File: src/rtl/enigma_pkg.sv
// Shared constants for the keyboard-to-cipher path: alphabet size, PS/2 set-2 prefixes,
// parser state encodings and the 26 letter make codes.
// Pure declarations; no logic, no latency, no flow control.
package enigma_pkg;

    localparam int ALPHA_N  = 26;
    localparam int LETTER_W = 5;

    localparam logic [7:0] SCAN_BREAK = 8'hF0;
    localparam logic [7:0] SCAN_EXT   = 8'hE0;

    typedef enum logic [1:0] {
        ST_IDLE   = 2'd0,
        ST_BRK    = 2'd1,
        ST_EXT    = 2'd2,
        ST_EXTBRK = 2'd3
    } parse_state_t;

    localparam logic [7:0] SC_A = 8'h1C;
    localparam logic [7:0] SC_B = 8'h32;
    localparam logic [7:0] SC_C = 8'h21;
    localparam logic [7:0] SC_D = 8'h23;
    localparam logic [7:0] SC_E = 8'h24;
    localparam logic [7:0] SC_F = 8'h2B;
    localparam logic [7:0] SC_G = 8'h34;
    localparam logic [7:0] SC_H = 8'h33;
    localparam logic [7:0] SC_I = 8'h43;
    localparam logic [7:0] SC_J = 8'h3B;
    localparam logic [7:0] SC_K = 8'h42;
    localparam logic [7:0] SC_L = 8'h4B;
    localparam logic [7:0] SC_M = 8'h3A;
    localparam logic [7:0] SC_N = 8'h31;
    localparam logic [7:0] SC_O = 8'h44;
    localparam logic [7:0] SC_P = 8'h4D;
    localparam logic [7:0] SC_Q = 8'h15;
    localparam logic [7:0] SC_R = 8'h2D;
    localparam logic [7:0] SC_S = 8'h1B;
    localparam logic [7:0] SC_T = 8'h2C;
    localparam logic [7:0] SC_U = 8'h3C;
    localparam logic [7:0] SC_V = 8'h2A;
    localparam logic [7:0] SC_W = 8'h1D;
    localparam logic [7:0] SC_X = 8'h22;
    localparam logic [7:0] SC_Y = 8'h35;
    localparam logic [7:0] SC_Z = 8'h1A;

endpackage

File: src/rtl/ps2_letter_lookup.sv
// Maps a PS/2 set-2 make code to {is_letter, letter index A=0..Z=25}.
// Purely combinational, zero latency.
// No flow control; non-letter bytes give is_letter=0 and code=0.
module ps2_letter_lookup
    import enigma_pkg::*;
(
    input  logic [7:0]          scan_code,
    output logic                is_letter,
    output logic [LETTER_W-1:0] code
);

    // Table decode of the 26 letter make codes
    always_comb begin
        is_letter = 1'b1;
        code      = '0;
        case (scan_code)
            SC_A: code = 5'd0;
            SC_B: code = 5'd1;
            SC_C: code = 5'd2;
            SC_D: code = 5'd3;
            SC_E: code = 5'd4;
            SC_F: code = 5'd5;
            SC_G: code = 5'd6;
            SC_H: code = 5'd7;
            SC_I: code = 5'd8;
            SC_J: code = 5'd9;
            SC_K: code = 5'd10;
            SC_L: code = 5'd11;
            SC_M: code = 5'd12;
            SC_N: code = 5'd13;
            SC_O: code = 5'd14;
            SC_P: code = 5'd15;
            SC_Q: code = 5'd16;
            SC_R: code = 5'd17;
            SC_S: code = 5'd18;
            SC_T: code = 5'd19;
            SC_U: code = 5'd20;
            SC_V: code = 5'd21;
            SC_W: code = 5'd22;
            SC_X: code = 5'd23;
            SC_Y: code = 5'd24;
            SC_Z: code = 5'd25;
            default: is_letter = 1'b0;
        endcase
    end

endmodule

File: src/rtl/ps2_key_event.sv
// Parses PS/2 make/break/extended bytes into letter-press events queued in a small FIFO.
// Latency: scan byte in cycle N -> event visible on ev_valid/ev_code in N+1.
// Backpressure: ev_valid/ev_ready handshake; a push into a full FIFO without a pop is dropped and sets overflow.
// Build option KEY_AUTOREPEAT_EN: when defined, typematic repeats of the held key each push an event.
module ps2_key_event
    import enigma_pkg::*;
#(
    parameter int FIFO_DEPTH = 4
) (
    input  logic                clock,
    input  logic                reset,
    input  logic [7:0]          scan_code,
    input  logic                scan_valid,
    input  logic                ev_ready,
    input  logic                ovf_clr,
    output logic                ev_valid,
    output logic [LETTER_W-1:0] ev_code,
    output logic [ALPHA_N-1:0]  ev_onehot,
    output logic                key_held,
    output logic [LETTER_W-1:0] held_code,
    output logic                overflow
);

    localparam int PTR_W = $clog2(FIFO_DEPTH);

    parse_state_t        state, state_nx;
    logic                is_letter;
    logic [LETTER_W-1:0] letter;
    logic                make_letter;
    logic                push;
    logic                release_key;

    logic [LETTER_W-1:0] mem [FIFO_DEPTH];
    logic [PTR_W-1:0]    wr_ptr, rd_ptr;
    logic [PTR_W:0]      count;
    logic                full, pop, do_push, drop;

    ps2_letter_lookup u_lookup (
        .scan_code (scan_code),
        .is_letter (is_letter),
        .code      (letter)
    );

    // Parser state register; reset discards any half-received F0/E0 sequence
    always_ff @(posedge clock or posedge reset) begin
        if (reset) state <= ST_IDLE;
        else       state <= state_nx;
    end

    // Parser next state plus make/break decisions, evaluated only on a scan strobe
    always_comb begin
        state_nx    = state;
        make_letter = 1'b0;
        push        = 1'b0;
        release_key = 1'b0;
        if (scan_valid) begin
            case (state)
                ST_IDLE: begin
                    if (scan_code == SCAN_BREAK)      state_nx = ST_BRK;
                    else if (scan_code == SCAN_EXT)   state_nx = ST_EXT;
                    else if (is_letter) begin
                        make_letter = 1'b1;
`ifdef KEY_AUTOREPEAT_EN
                        push = 1'b1;
`else
                        // A repeat of the held key is typematic noise, not a new press
                        push = !key_held || (letter != held_code);
`endif
                    end
                end
                ST_BRK: begin
                    release_key = is_letter && key_held && (letter == held_code);
                    state_nx    = ST_IDLE;
                end
                ST_EXT:    state_nx = (scan_code == SCAN_BREAK) ? ST_EXTBRK : ST_IDLE;
                ST_EXTBRK: state_nx = ST_IDLE;
                default:   state_nx = ST_IDLE;
            endcase
        end
    end

    // Held-key tracker: newest make wins, only a break of that same key clears it
    always_ff @(posedge clock or posedge reset) begin
        if (reset) begin
            key_held  <= 1'b0;
            held_code <= '0;
        end else if (make_letter) begin
            key_held  <= 1'b1;
            held_code <= letter;
        end else if (release_key) begin
            key_held  <= 1'b0;
            held_code <= '0;
        end
    end

    assign full    = (count == (PTR_W+1)'(FIFO_DEPTH));
    assign ev_valid = (count != '0);
    assign pop     = ev_valid && ev_ready;
    // A pop in the same cycle frees the slot, so a full FIFO can still accept
    assign do_push = push && (!full || pop);
    assign drop    = push && full && !pop;

    // FIFO pointers and occupancy
    always_ff @(posedge clock or posedge reset) begin
        if (reset) begin
            wr_ptr <= '0;
            rd_ptr <= '0;
            count  <= '0;
        end else begin
            if (do_push) wr_ptr <= wr_ptr + 1'b1;
            if (pop)     rd_ptr <= rd_ptr + 1'b1;
            case ({do_push, pop})
                2'b10:   count <= count + 1'b1;
                2'b01:   count <= count - 1'b1;
                default: count <= count;
            endcase
        end
    end

    // FIFO storage; contents are don't-care until written, outputs are gated by ev_valid
    always_ff @(posedge clock) begin
        if (do_push) mem[wr_ptr] <= letter;
    end

    // Sticky overflow; a new drop outranks a clear in the same cycle
    always_ff @(posedge clock or posedge reset) begin
        if (reset)        overflow <= 1'b0;
        else if (drop)    overflow <= 1'b1;
        else if (ovf_clr) overflow <= 1'b0;
    end

    assign ev_code   = ev_valid ? mem[rd_ptr] : '0;
    assign ev_onehot = ev_valid ? ({{(ALPHA_N-1){1'b0}}, 1'b1} << ev_code) : '0;

endmodule

File: config.mk
export PLATFORM = sky130hd
export DESIGN_NAME = ps2_key_event
export DESIGN_NICKNAME = d
export VERILOG_FILES = /design/src/rtl/enigma_pkg.sv /design/src/rtl/ps2_letter_lookup.sv /design/src/rtl/ps2_key_event.sv
export SDC_FILE = /design/constraint.sdc
export NUM_CORES = 1
export LEC_CHECK = 0
export CORE_MARGIN = 2
export CORE_UTILIZATION = 30
export DETAILED_ROUTE_END_ITERATION = 12
export GPL_ROUTABILITY_DRIVEN = 0
export GPL_TIMING_DRIVEN = 1
export HOLD_SLACK_MARGIN = 0.02
export SLEW_MARGIN = 0
export SYNTH_ARGS = -nofsm -noshare
export SYNTH_HDL_FRONTEND = slang
export SYNTH_SLANG_ARGS = --single-unit
export TNS_END_PERCENT = 10
File: constraint.sdc
create_clock -name clock -period 2.8 [get_ports clock]
set_input_delay 0.42 -clock clock [delete_from_list [all_inputs] [get_ports clock]]
set_output_delay 0.42 -clock clock [all_outputs]
set_load 0.005 [all_outputs]
==> impl_metrics.xml <==
<?xml version="1.0" encoding="UTF-8"?>
<metrics>
  <group name="min_path">
    <metric name="worst_hold_check_path_type" unit="">flip-flop to flip-flop</metric>
  </group>
  <group name="die">
    <metric name="floorplan.die.width" unit="microns">97.1</metric>
    <metric name="die_area" unit="sq mm">0.00943</metric>
    <metric name="fp-row-count" unit="">33</metric>
    <metric name="number_of_top_level_design_ports" unit="">52</metric>
    <metric name="fp.dieH" unit="microns">97.1</metric>
    <metric name="placeableCoreArea" unit="sq mm">0.00830</metric>
    <metric name="initial_util" unit="%">31.3</metric>
  </group>
  <group name="critical_path">
    <metric name="critical_path_required" unit="ns">2.98</metric>
    <metric name="timing.critical_path.to_type" unit="">flip-flop</metric>
    <metric name="worstSetupStartpointType" unit="">primary input</metric>
    <metric name="path_class" unit="">primary input to flip-flop</metric>
    <metric name="worstPathArrival" unit="ns">3.00</metric>
    <metric name="critical_path_peak_fanout" unit="">5</metric>
    <metric name="setup.reg_to_reg.worst_slack" unit="ns">0.17</metric>
  </group>
  <group name="finish">
    <metric name="diodes_inserted" unit="">0</metric>
    <metric name="layout.nets" unit="">407</metric>
    <metric name="footprint_of_the_multi_input_gates" unit="sq mm">0.00164</metric>
    <metric name="post-route-util" unit="%">48.9</metric>
    <metric name="final-seq-area" unit="sq mm">0.00100</metric>
    <metric name="layoutNonFillerInstCount" unit="">495</metric>
    <metric name="area_growth_syn_to_layout" unit="%">55.9</metric>
    <metric name="share_of_layout_cells_above_drive_strength_1" unit="%">36.2</metric>
    <metric name="final.fill_count" unit="">745</metric>
  </group>
  <group name="routing">
    <metric name="via_per_inst" unit="">5.14</metric>
    <metric name="detailroute.via_count" unit="">2543</metric>
    <metric name="detailedRoute.firstIterationViolations" unit="">107</metric>
    <metric name="wire_per_inst" unit="microns">14.8</metric>
    <metric name="ant_nets" unit="">0</metric>
    <metric name="remaining_drc_errors" unit="">0</metric>
    <metric name="drt_pass1_iterations" unit="">4</metric>
    <metric name="routed_wirelength" unit="microns">7310</metric>
  </group>
  <group name="global_routing">
    <metric name="first_global_vias" unit="">2433</metric>
    <metric name="grt_antenna_before_repair" unit="">0</metric>
    <metric name="maximum_number_of_pins_on_one_net_before_global_route_repair" unit="">17</metric>
    <metric name="wire_length_of_the_first_global_routing_pass" unit="microns">11800</metric>
    <metric name="grt_remaining_overflow" unit="">0</metric>
    <metric name="grtUsageTotal" unit="%">15.1</metric>
  </group>
  <group name="clocking">
    <metric name="cts.clk_slew.worst_paths" unit="ns">0.07</metric>
    <metric name="clock_tree.root_cell" unit="">sky130_fd_sc_hd__clkbuf_8</metric>
    <metric name="tritoncts.num_buffers" unit="">5</metric>
    <metric name="tritoncts" unit="">built</metric>
    <metric name="worstSkewPairLatency" unit="ns">0.28</metric>
    <metric name="numClockSinks" unit="">36</metric>
    <metric name="buffer_depth_of_the_longest_clock_path" unit="">2</metric>
    <metric name="cts-htree-levels" unit="">2</metric>
  </group>
  <group name="sta">
    <metric name="period_needed" unit="ns">2.83</metric>
    <metric name="setup_repair_after_global_routing_missed_its_margin" unit="">true</metric>
    <metric name="relSlewSlack" unit="%">57.0</metric>
    <metric name="final_critical_path_setup_slack" unit="ns">-0.0267</metric>
    <metric name="finClkSkew" unit="ns">0.00322</metric>
    <metric name="number_of_max_slew_violations_in_the_final_report" unit="">0</metric>
    <metric name="tns" unit="ns">-0.0267</metric>
    <metric name="layout_worst_path_cycle_share" unit="%">101</metric>
    <metric name="actual_transition_at_the_worst_max_transition_pin" unit="ns">0.644</metric>
    <metric name="finalSetupViolCount" unit="">1</metric>
    <metric name="max_frequency" unit="MHz">354</metric>
    <metric name="number_of_failing_hold_endpoints_at_the_final_stage" unit="">0</metric>
    <metric name="min_hold_slack" unit="ns">0.500</metric>
  </group>
  <group name="power_and_ir_drop">
    <metric name="power.combinational.fraction" unit="%">53.5</metric>
    <metric name="swShare" unit="%">34.4</metric>
    <metric name="p_per_area" unit="mW/mm^2">629</metric>
    <metric name="power_frac_clock" unit="%">17.1</metric>
    <metric name="power.static_leakage" unit="nW">1.85</metric>
    <metric name="cell_internal_pwr" unit="mW">1.67</metric>
    <metric name="vdd_ir_drop_max" unit="mV">0.224</metric>
    <metric name="sequentialPowerShare" unit="%">29.4</metric>
    <metric name="switchingPower" unit="uW">877</metric>
  </group>
  <group name="synth">
    <metric name="synthesized_net_count" unit="">293</metric>
    <metric name="post_synth_instance_area" unit="sq mm">0.00260</metric>
    <metric name="synth_flop_cell" unit="">sky130_fd_sc_hd__edfxtp_1</metric>
    <metric name="synth_enable_flop_cells" unit="">20</metric>
    <metric name="async_reset_ff_share" unit="%">44.4</metric>
    <metric name="syn_avg_cell_area" unit="sq um">9.46</metric>
    <metric name="synth_sequential_area_ratio" unit="%">38.5</metric>
    <metric name="synthesis.instances" unit="">275</metric>
    <metric name="netlist-cell-type-count" unit="">64</metric>
    <metric name="cell_type_contributing_the_most_total_cell_area_after_synthesis" unit="">sky130_fd_sc_hd__edfxtp_1</metric>
    <metric name="yosys_warnings" unit="">0</metric>
    <metric name="yosysTopAreaCellShare" unit="%">23.1</metric>
    <metric name="ys_ff_latch" unit="">36</metric>
    <metric name="synth_area_leaders" unit="">sky130_fd_sc_hd__edfxtp_1 23%, sky130_fd_sc_hd__dfrtp_1 15%, sky130_fd_sc_hd__nor2_1 5.8%</metric>
  </group>
  <group name="place">
    <metric name="post-place-cells" unit="">472</metric>
    <metric name="post_placement_setup_slack" unit="ns">-0.936</metric>
    <metric name="port_buffers" unit="">51</metric>
    <metric name="hpwlAfterDp" unit="microns">5380</metric>
  </group>
  <group name="status">
    <metric name="violations_in_the_final_reports" unit="">setup timing</metric>
    <metric name="outcome" unit="">finished with violations</metric>
  </group>
  <group name="run">
    <metric name="maxCapViolations" unit="">0</metric>
  </group>
</metrics>
[cell families after synthesis]
logic type	count (synthesis)	share of synthesized area [%]
simple gates	136	29.0
fa+ha+maj	5	2.69
mux	9	5.92
flops	36	38.5
compound gates	43	13.0
buf+inv	35	6.93
xor+xnor	11	3.99
[metal layers]
| layer | global-route usage [%] | vias to the layer above | part of all wire, % |
|---|---|---|---|
| li1 | - | 1220 | - |
| met1 | 19.1 | 1198 | 43 |
| met2 | 26.4 | 107 | 49 |
| met3 | 2.95 | 18 | 6.0 |
| met4 | 4.01 | 0 | 2.2 |
| met5 | 0 | - | 0 |
[layout by cell type, fill, tap and decap left out, drive strengths merged, types with 2 or more instances in the layout]
master,instances
a2111oi,2
a211oi,6
a21oi,3
a311oi,2
and2,4
and3,6
and3b,2
and4,2
buf,82
clkbuf,8
clkdlybuf4s50,32
dfrtp,16
dlymetal6s2s,10
edfxtp,20
ha,4
inv,15
mux2i,3
mux4,5
nand2,17
nand2b,12
nand3,7
nand3b,5
nand4,3
nor2,40
nor2b,5
nor3,8
nor3b,6
nor4b,3
o211a,2
o21ai,9
o22ai,5
or2,2
or3,5
or3b,3
or4b,2
xnor2,6
xor2,5
[worst paths after layout]
check                      depth (start not counted)    startpoint        end
setup / recovery                                  11  scan_code[4]   count[1]
hold / removal                                     1      count[2]   count[2]
setup reg to reg                                  10  held_code[1]   count[1]
hold reg to reg                                    1      count[2]   count[2]
max in group asynchronous                          2         reset  rd_ptr[0]
min in group asynchronous                          2         reset  wr_ptr[0]
[metrics by stage]
stage          cell area, sq um  power [mW]
2_1_floorplan              2640        1.38
3_3_place_gp               3600        1.94
3_5_place_dp               3600        1.96
4_1_cts                    3850        2.48
5_1_grt                    4060        2.73
6_report                   4060        2.55
[what timing repair did]
item                                    4_1_cts  5_1_grt
cloned                                        1        0
buffers inserted                              4       10
pin swaps                                     5       18
hold buffers                                  0        0
resized for setup                            43       62
endpoints found under the setup margin       58       56
[critical path: stages]
cell                        delay (ns)
sky130_fd_sc_hd__buf_2            0.13
sky130_fd_sc_hd__or4b_4           0.60
sky130_fd_sc_hd__a2111oi_4        0.22
sky130_fd_sc_hd__a41o_1           0.17
sky130_fd_sc_hd__o2111ai_1        0.13
sky130_fd_sc_hd__a222oi_1         0.32
sky130_fd_sc_hd__buf_4            0.18
sky130_fd_sc_hd__a21oi_4          0.06
sky130_fd_sc_hd__nor2_4           0.12
sky130_fd_sc_hd__fa_2             0.44
sky130_fd_sc_hd__a22o_1           0.21
[power by group through the flow]
stage / registers (mW) / logic, mW / clock network, mW
floorplan: 0.701 / 0.682 / 0
global placement: 0.756 / 1.19 / 0
detailed placement: 0.757 / 1.21 / 0
CTS: 0.749 / 1.28 / 0.451
global route: 0.768 / 1.49 / 0.472
finish: 0.750 / 1.36 / 0.436
[sequential cells by signal (all words and copies together) (netlist names)]
register   count
count          3
held_code      5
key_held       1
mem           20
overflow       1
rd_ptr         2
state          2
wr_ptr         2
[Yosys cell counts, drive strengths merged (2+ instances only)]
cell type  number
nand2          17
a211oi          6
edfxtp         20
and4            2
nand3b          5
and3b           2
or3             5
nor4b           3
mux4            5
or4b            2
a2111oi         2
dfrtp          16
nor3            8
buf            14
o211a           2
or2             2
nor2b           5
nor3b           6
clkbuf          6
and3            6
inv            15
nand4           3
and2            4
nor2           40
xor2            5
or3b            3
nand3           7
o21ai           9
xnor2           6
nand2b         12
mux2i           3
a21oi           3
o22ai           5
a311oi          2
ha              4
[area by class of cell]
| type | instances | share of cell area (%) |
|---|---|---|
| clock buffers | 6 | 1.79 |
| clock inverters | 2 | 0.864 |
| inverters | 15 | 1.39 |
| multi-input cells | 204 | 40.4 |
| flip-flops and latches | 36 | 24.7 |
| well taps | 105 | 3.24 |
| repair buffers | 127 | 27.6 |
Note: power is estimated with default switching activity, not from simulation.
==> RTL change: new RTL, config.mk and constraints unchanged <==
The option `KEY_AUTOREPEAT_EN` is turned on by a define.
--- a/src/rtl/ps2_key_event.sv
+++ b/src/rtl/ps2_key_event.sv
@@ -2,6 +2,8 @@
 // Latency: scan byte in cycle N -> event visible on ev_valid/ev_code in N+1.
 // Backpressure: ev_valid/ev_ready handshake; a push into a full FIFO without a pop is dropped and sets overflow.
 // Build option KEY_AUTOREPEAT_EN: when defined, typematic repeats of the held key each push an event.
+`define KEY_AUTOREPEAT_EN
+
 module ps2_key_event
     import enigma_pkg::*;
 #(
Function: changed (a bounded check fails within 4 cycles, from zero or initial values and one cycle with reset high).
==> RTL change against the original RTL <==
  * Maximum frequency up 2.2%
  * Critical path depth unchanged
  * Sequential power down 2%
  * Total power down 0.93%
  * Sequential share of layout area up 0.55 points
  * Via count up 1.4%
  * Wire length up 0.57%
  * Setup slack better by 0.061 ns
  * Cell count up 3.2%
  * Final area down 2.2%
  * Area after synthesis up 0.58%
  * Sequential cell count unchanged
  * Clock skew up 0.0034 ns
  * Clock power down 22%
  * Critical path type unchanged
==> RTL change: results (changes against the original RTL) <==
metric,value,unit,change
status,finished clean,,
fin_skew,0.00662,ns,+0.00340 ns
drt-initial-drc-count,144,,+35%
ys_seq_area_frac,0.383,,-0.00221
root_buffer,clkbuf_8,,
n_antenna_cell,0,,unchanged
antenna_found_initial,0,,unchanged
routedWlPerCell,14.4,um,-2.6%
cts.path.max_buffers,2,,unchanged
port_buffers,51,,unchanged
dr.pass1.iters,4,,unchanged
ir_drop,0.231,mV,+3.4%
grt_pass1_wl,11.4,mm,-3.1%
dpl_worst_slack,-0.406,ns,+0.531 ns
worstPathArrival,2.97,ns,-0.03 ns
cts_htree_levels,2,,unchanged
synth_edf_count,20,,unchanged
hpwlAfterDp,5.38,mm,-0.11%
fill_cells,837,,+12%
finalNetCount,420,,+3.2%
grt_start_max_net_pins,21,,+4
synthDistinctLibCells,70,,+9.4%
ys_warn_count,0,,unchanged
cts_buffers,5,,unchanged
path_clk_slew,0.07,ns,about the same
track_usage,0.144,,-0.00656
yosysTopAreaCell,edfxtp_1,,
cp_slowest_cell,or3_4,,
muxShareOfSynthArea,0.0545,,-0.00464
ys_top_cells_by_count,"40 x nand2_1, 40 x nor2_1, 20 x edfxtp_1",,
synthAdderAreaFrac,0.0268,,-0.000155
reg2reg_depth,10,,unchanged
synth_xor_area_frac,0.0268,,-0.0131
synth_fp_nets,301,,+2.7%
synthTopCellsByArea,"edfxtp_1 23%, dfrtp_1 15%, nand2_1 5.7%",,
grt_pass1_vias,2401,,-1.3%
min_path_type,input port to asynchronous set/reset pin,,
drive_gt1_frac,0.315,,-0.0464
top_regs,"mem (20), held_code (5), count (3)",,
grt.overflow.total,0,,unchanged
cp_max_fo,8,,+3
async_flop_share,0.444,,unchanged
cpPeakStageDelay,0.40,ns,-0.20 ns
clk_latency,0.28,ns,about the same
synth_compound_area_frac,0.154,,+0.0236
worst_pin_slew,0.643,ns,-0.00130 ns
leakage,1.78,nW,-3.6%
dr_total_vias,2579,,+1.4%
crit_family,simple AND/OR/NAND/NOR gates,,
RTL change: cell types whose count changed in the layout (fill, tap and decap cells not counted), moves of 4 or more:
cell	unedited run	this run
dlygate4sd2_1	1	13
nand2_1	13	35
buf_4	66	73
buf_6	13	2
a21oi_1	2	7
clkdlybuf4s50_1	32	28
nand2b_1	6	2
RTL change: cell families (layout without fill, tap and decap cells):
kind of cell | after synthesis | in the layout
AND/OR/NAND/NOR | 144 | 144
AO/OA/AOI/OAI | 50 | 50
flip-flops | 36 | 36
buffers and inverters | 32 | 152
XOR/XNOR | 8 | 8
multiplexers | 8 | 8
adder cells (fa/ha/maj) | 5 | 5
RTL change: power by group:
| part | leakage (nW) | total, W | internal [W] | switching, W |
|---|---|---|---|---|
| Combinational | 1.36 | 0.00145 | 0.000775 | 0.000678 |
| Clock | 0.0399 | 0.000340 | 0.000173 | 0.000167 |
| Sequential | 0.384 | 0.000732 | 0.000639 | 0.0000931 |
RTL change: final timing paths:
check	startpoint	to	slack (ns)
worst max-delay path	scan_code[0]	count[2]	0.03
worst min-delay path	reset	overflow	0.52
worst max register to register	count[2]	count[2]	0.41
worst min register to register	overflow	overflow	0.55
max in group asynchronous	reset	rd_ptr[0]	1.82
min in group clock	overflow	overflow	0.55
RTL change: per-stage QoR:
step | total power, W | cells | hold WS, ns | cell area (um2)
2_1_floorplan | 0.00143 | 283 | 0.334 | 2630
3_3_place_gp | 0.00202 | 491 | 0.532 | 3640
3_5_place_dp | 0.00205 | 491 | 0.544 | 3640
4_1_cts | 0.00247 | 504 | 0.537 | 3760
5_1_grt | 0.00273 | 511 | 0.564 | 3970
6_report | 0.00253 | 511 | 0.519 | 3970
RTL change: layout make-up:
cell class	instances	area share
Inverter	16	0.0151
Clock inverter	1	0.000946
Tap cell	108	0.0341
Timing Repair Buffer	128	0.277
Multi-Input combinational cell	215	0.401
Sequential cell	36	0.253
Clock buffer	7	0.0192
RTL change: per-layer routing:
| metal | wire length (um) | vias up | track usage |
|---|---|---|---|
| li1 | - | 1254 | - |
| met1 | 3210 | 1212 | 0.193 |
| met2 | 3570 | 105 | 0.241 |
| met3 | 478 | 8 | 0.0245 |
| met4 | 101 | 0 | 0.0438 |
| met5 | 0 | - | 0 |
RTL change: timing repair:
action                                 in CTS  in global routing
pin swaps                                   1                  4
setup endpoints to repair                  28                 40
gates cloned                                0                  2
endpoints found under the hold margin       0                  0
setup buffers                               5                  5
resized for setup                          20                 36
